===== config.mk =====
export PLATFORM = sky130hd
export DESIGN_NAME = ram_log_ctrl
export DESIGN_NICKNAME = d
export VERILOG_FILES = /design/src/rtl/ram_log_ctrl.sv
export SDC_FILE = /design/constraint.sdc
export NUM_CORES = 1
export LEC_CHECK = 0
export ABC_AREA = 0
export CELL_PAD_IN_SITES_DETAIL_PLACEMENT = 0
export CELL_PAD_IN_SITES_GLOBAL_PLACEMENT = 1
export CORE_MARGIN = 2
export CORE_UTILIZATION = 34
export DETAILED_ROUTE_END_ITERATION = 7
export PLACE_DENSITY = 0.86
export SYNTH_ARGS = -nofsm -noshare
export SYNTH_HDL_FRONTEND = slang
export SYNTH_SLANG_ARGS = --single-unit
export TNS_END_PERCENT = 30

===== constraint.sdc =====
create_clock -name clock -period 2.65 [get_ports clock]
set_input_delay 0.795 -clock clock [delete_from_list [all_inputs] [get_ports clock]]
set_output_delay 0.795 -clock clock [all_outputs]
set_load 0.02 [all_outputs]

===== src/rtl/ram_log_ctrl.sv =====
// Capture controller that logs a sample stream into a BRAM, then replays it over a ready/valid stream.
// Optional macro RAM_LOG_DECIM_EN adds i_decim: only the first of every i_decim+1 valid samples is stored.
`timescale 1ns/1ps
module ram_log_ctrl #(
  parameter int NB_ADDR = 15,
  parameter int NB_DATA = 14
) (
  input  logic               clock,
  input  logic               i_reset,
  input  logic               i_start,
  input  logic [NB_DATA-1:0] i_sample,
  input  logic               i_sample_valid,
  input  logic               i_read_req,
`ifdef RAM_LOG_DECIM_EN
  input  logic [3:0]         i_decim,
`endif
  output logic [NB_DATA-1:0] o_bram_wdata,
  output logic [NB_ADDR-1:0] o_bram_waddr,
  output logic               o_bram_we,
  output logic [NB_ADDR-1:0] o_bram_raddr,
  output logic               o_bram_re,
  input  logic [NB_DATA-1:0] i_bram_rdata,
  output logic [NB_DATA-1:0] o_data,
  output logic               o_data_valid,
  input  logic               i_data_ready,
  output logic               o_busy,
  output logic               o_done
);

  typedef enum logic [2:0] {
    IDLE, CAPTURE, DONE, RD_ISSUE, RD_WAIT, RD_HOLD
  } state_t;

  localparam logic [NB_ADDR-1:0] LP_LAST = '1;
  localparam logic [NB_ADDR-1:0] LP_ONE  = NB_ADDR'(1);

  state_t             r_state;
  logic [NB_ADDR-1:0] r_wptr;
  logic [NB_ADDR-1:0] r_rptr;
  logic [NB_DATA-1:0] r_data;
  logic               r_valid;
  logic               r_re;
  logic               r_busy;
  logic               r_done;
  logic               w_accept;
  logic               w_we;

`ifdef RAM_LOG_DECIM_EN
  logic [3:0] r_decim_cnt;
  assign w_accept = i_sample_valid && (r_decim_cnt == 4'd0);
`else
  assign w_accept = i_sample_valid;
`endif

  // Write side is driven in the cycle the sample is presented; the state gate keeps it idle under reset.
  assign w_we         = (r_state == CAPTURE) && w_accept;
  assign o_bram_we    = w_we;
  assign o_bram_wdata = w_we ? i_sample : '0;
  assign o_bram_waddr = r_wptr;
  assign o_bram_raddr = r_rptr;
  assign o_bram_re    = r_re;
  assign o_data       = r_data;
  assign o_data_valid = r_valid;
  assign o_busy       = r_busy;
  assign o_done       = r_done;

  always_ff @(posedge clock or negedge i_reset) begin
    if (!i_reset) begin
      r_state <= IDLE;
      r_wptr  <= '0;
      r_rptr  <= '0;
      r_data  <= '0;
      r_valid <= 1'b0;
      r_re    <= 1'b0;
      r_busy  <= 1'b0;
      r_done  <= 1'b0;
`ifdef RAM_LOG_DECIM_EN
      r_decim_cnt <= 4'd0;
`endif
    end else begin
      case (r_state)
        IDLE: begin
          if (i_start) begin
            r_state <= CAPTURE;
            r_wptr  <= '0;
            r_busy  <= 1'b1;
`ifdef RAM_LOG_DECIM_EN
            r_decim_cnt <= 4'd0;
`endif
          end
        end
        CAPTURE: begin
`ifdef RAM_LOG_DECIM_EN
          if (i_sample_valid)
            r_decim_cnt <= (r_decim_cnt == i_decim) ? 4'd0 : r_decim_cnt + 4'd1;
`endif
          if (w_we) begin
            r_wptr <= r_wptr + LP_ONE;
            if (r_wptr == LP_LAST) begin
              r_state <= DONE;
              r_busy  <= 1'b0;
              r_done  <= 1'b1;
            end
          end
        end
        DONE: begin
          // A restart takes priority over a readout request arriving in the same cycle.
          if (i_start) begin
            r_state <= CAPTURE;
            r_wptr  <= '0;
            r_busy  <= 1'b1;
            r_done  <= 1'b0;
`ifdef RAM_LOG_DECIM_EN
            r_decim_cnt <= 4'd0;
`endif
          end else if (i_read_req) begin
            r_state <= RD_ISSUE;
            r_rptr  <= '0;
            r_re    <= 1'b1;
            r_busy  <= 1'b1;
            r_done  <= 1'b0;
          end
        end
        RD_ISSUE: begin
          r_re    <= 1'b0;
          r_state <= RD_WAIT;
        end
        RD_WAIT: begin
          r_data  <= i_bram_rdata;
          r_valid <= 1'b1;
          r_state <= RD_HOLD;
        end
        RD_HOLD: begin
          if (i_data_ready) begin
            r_valid <= 1'b0;
            if (r_rptr == LP_LAST) begin
              r_state <= IDLE;
              r_rptr  <= '0;
              r_busy  <= 1'b0;
            end else begin
              r_rptr  <= r_rptr + LP_ONE;
              r_re    <= 1'b1;
              r_state <= RD_ISSUE;
            end
          end
        end
        default: r_state <= IDLE;
      endcase
    end
  end

endmodule


==> reports/results.txt <==
Clk_lat worst skew - 0.31 ns
Arr. time, crit path - 1.66 ns
Met3 usage - 0.0465
Syn Area/Cell - 9.68 sq um
Tot GR Track Use - 0.180
Mux contribution to synthesized area - 0.0755
Largest family of logic cells by synthesized area - simple AND/OR/NAND/NOR gates
I/O Pins - 97
RR Startpoint - o_bram_raddr[0]
Hold slack - 0.498 ns
Simple-Gate Fraction of Synth Area - 0.247
Ant. Diodes - 0
CP Class - input pin to primary output
Vias in the first global route - 2,568
Initial antenna violation count - 0
Fillers - 715
CTS root buffer - clkbuf_8
Post-Synth Adder-Cell Area - 0.00904
Met2 Use GR - 0.279
Seq/Total Area, Yosys - 0.461
Cells after DPL - 493
Iter 0 DRT Violations - 269
Top cells by area, synth - dfrtp_1 (46%), mux2_2 (6.1%), and2_1 (4.1%)
Synth cell types - 49
Total congestion overflow - 0
Fin nets - 437
Post-DP HPWL - 5.72 mm
PD cells - 874 nW/um^2
Setup crit end kind - primary output
Clock-pin slew on the worst setup and hold paths - 0.09 ns
Synth area leader - dfrtp_1
Reg2Reg Setup Slack - 0.53 ns
Final hold violation count - 0
Async SR Flop Fraction - 1.00
Area Growth Syn to Fin - 49.0%
Layout Skew - 0.00727 ns
Finished Core Util - 0.528
DRC - 0
Gr busiest metal - met2
Endpoints failing setup - 0
Synth Area in Compound Gates - 0.157
Worst Hold Launch - o_data_valid
Ys flop type - dfrtp_1
Core area - 7810 sq um
Vias per cell - 5.25
Synthesized Nets - 322
Final period util - 0.927
Largest net degree at the start of global routing - 33
CTS tree - done
Final non-filler cell total - 503
Max cap viols - 0
Finished layout cell area - 4130 sq um
Routability cong. - 0.819
Rows - 32
RSZ-0062 raised after global routing - false
Leakage Power - 1.70 nW
Dpl cell area - 3970 sq um
Top-count cell post-synth - dfrtp_1
Critical path launch point - i_sample_valid
Hold-fix buffers, CTS - 0
Status - finished clean
Worst VDD drop - 0.454 mV
Initial Util - 0.355
IO buf count - 96
Die ar. - 8880 sq um
Final min period - 2.46 ns
Worst EP required - 1.86 ns
Share of the synthesized area in the top cell type - 0.461
First-pass DRT Iterations - 4
Worst-margin pin slew - 0.776 ns
Final WL - 7.75 mm
Worst slew margin - 0.478
Vias - 2,640
Critical path fanouts, max - 8
Antenna-violating nets left - 0
H-tree depth - 2
FMAX - 0.407 GHz
Longest Clk Path Bufs - 2
TritonCTS buffer count - 5
Most instantiated cells after synthesis - dfrtp_1 (51), nand2_1 (26), and2_1 (18)
Yosys warnings - 0
Die H - 94.2 um
First-pass GRT wire length - 12.6 mm
Routed wire per std cell - 15.4 um
Hold WC Path Type - register to register
# clock sinks - 51
Critical path startpoint category - input pin
Xor and xnor fraction of the mapped netlist area - 0.0190
EDFF count, synth - 0
Die Width - 94.2 um
Gate Count Post-Synth - 286
Final Slew Violations - 0
Yosys reg bits - 51
GRT met1 Usage - 0.244
Synth Cell Area - 2770 sq um
Share of cells above drive strength 1 - 0.195
-- power breakdown --
| group | switching, W | internal, W |
|---|---|---|
| Combinational | 0.000925 | 0.000914 |
| Sequential | 0.000216 | 0.00102 |
| Clock | 0.000258 | 0.000276 |
-- cell type report --
type	instances	area, sq um	area share
Tap cell	102	128	0.0309
Timing Repair Buffer	120	1140	0.275
Sequential cell	51	1280	0.309
Multi-Input combinational cell	213	1440	0.349
Clock inverter	2	37.5	0.00910
Clock buffer	5	68.8	0.0167
Inverter	10	37.5	0.00910
-- layout by cell type (no fill, tap or decap), drive strengths merged, types with 3 or more instances in the layout --
cell | netlist | final
clkdlybuf4s50 | 0 | 79
dfrtp | 51 | 51
buf | 4 | 39
nand2 | 26 | 26
and2 | 18 | 18
mux2 | 15 | 15
nor2 | 13 | 13
o21ai | 13 | 13
a21oi | 12 | 12
nand4 | 12 | 12
inv | 10 | 10
nand3 | 10 | 10
a31oi | 10 | 10
nor3 | 9 | 9
xnor2 | 6 | 6
a211o | 6 | 6
nand2b | 5 | 5
nor4 | 5 | 5
clkbuf | 8 | 5
a2111oi | 4 | 4
mux2i | 4 | 4
and3 | 4 | 4
or4 | 3 | 3
or3 | 3 | 3
nor3b | 3 | 3
-- registers in the layout, summed over array words and instances, names as in the netlist --
name and count:
o_done 1, r_state 3, o_busy 1, o_data 14, o_bram_re 1, o_bram_raddr 15
o_bram_waddr 15, o_data_valid 1
-- metrics by stage --
step / TNS [ns] / power [W] / setup slack (ns)
6_report: 0 / 0.00361 / 0.194
3_5_place_dp: -8.34 / 0.00302 / -0.575
4_1_cts: 0 / 0.00364 / 0.173
5_1_grt: 0 / 0.00384 / 0.120
2_1_floorplan: 0 / 0.00217 / 0.109
3_3_place_gp: -7.81 / 0.00299 / -0.530
-- critical path, stage by stage --
cell           delay [ns]
dlygate4sd2_1        0.21
nor3b_4              0.24
buf_6                0.15
and2_1               0.11
buf_2                0.15
-- layer usage --
metal	wire length, um	part of all wire	vias to the layer above
met1	3410	0.44	1252
li1	-	-	1290
met2	3660	0.47	87
met3	560	0.072	11
met5	0	0	-
met4	119	0.015	0
-- kinds of logic after synthesis --
kind of cell | count (synthesis)
multiplexers | 19
buffers and inverters | 22
flip-flops | 51
AND/OR/NAND/NOR | 122
adder cells (fa/ha/maj) | 2
AO/OA/AOI/OAI | 64
XOR/XNOR | 6
-- worst paths after layout --
check / end / cells after the start
worst min register to register: o_data_valid / 1
max in group asynchronous: o_bram_waddr[3] / 2
worst max register to register: o_bram_raddr[14] / 6
worst min-delay path: o_data_valid / 1
worst max-delay path: o_bram_wdata[13] / 5
min in group asynchronous: o_data[5] / 1
-- repair_timing --
action,in CTS,in global routing
endpoints found under the setup margin,15,0
endpoints found under the hold margin,0,0
resized for setup,95,0
buffers inserted,2,0
(Power assumes the default switching activity.)
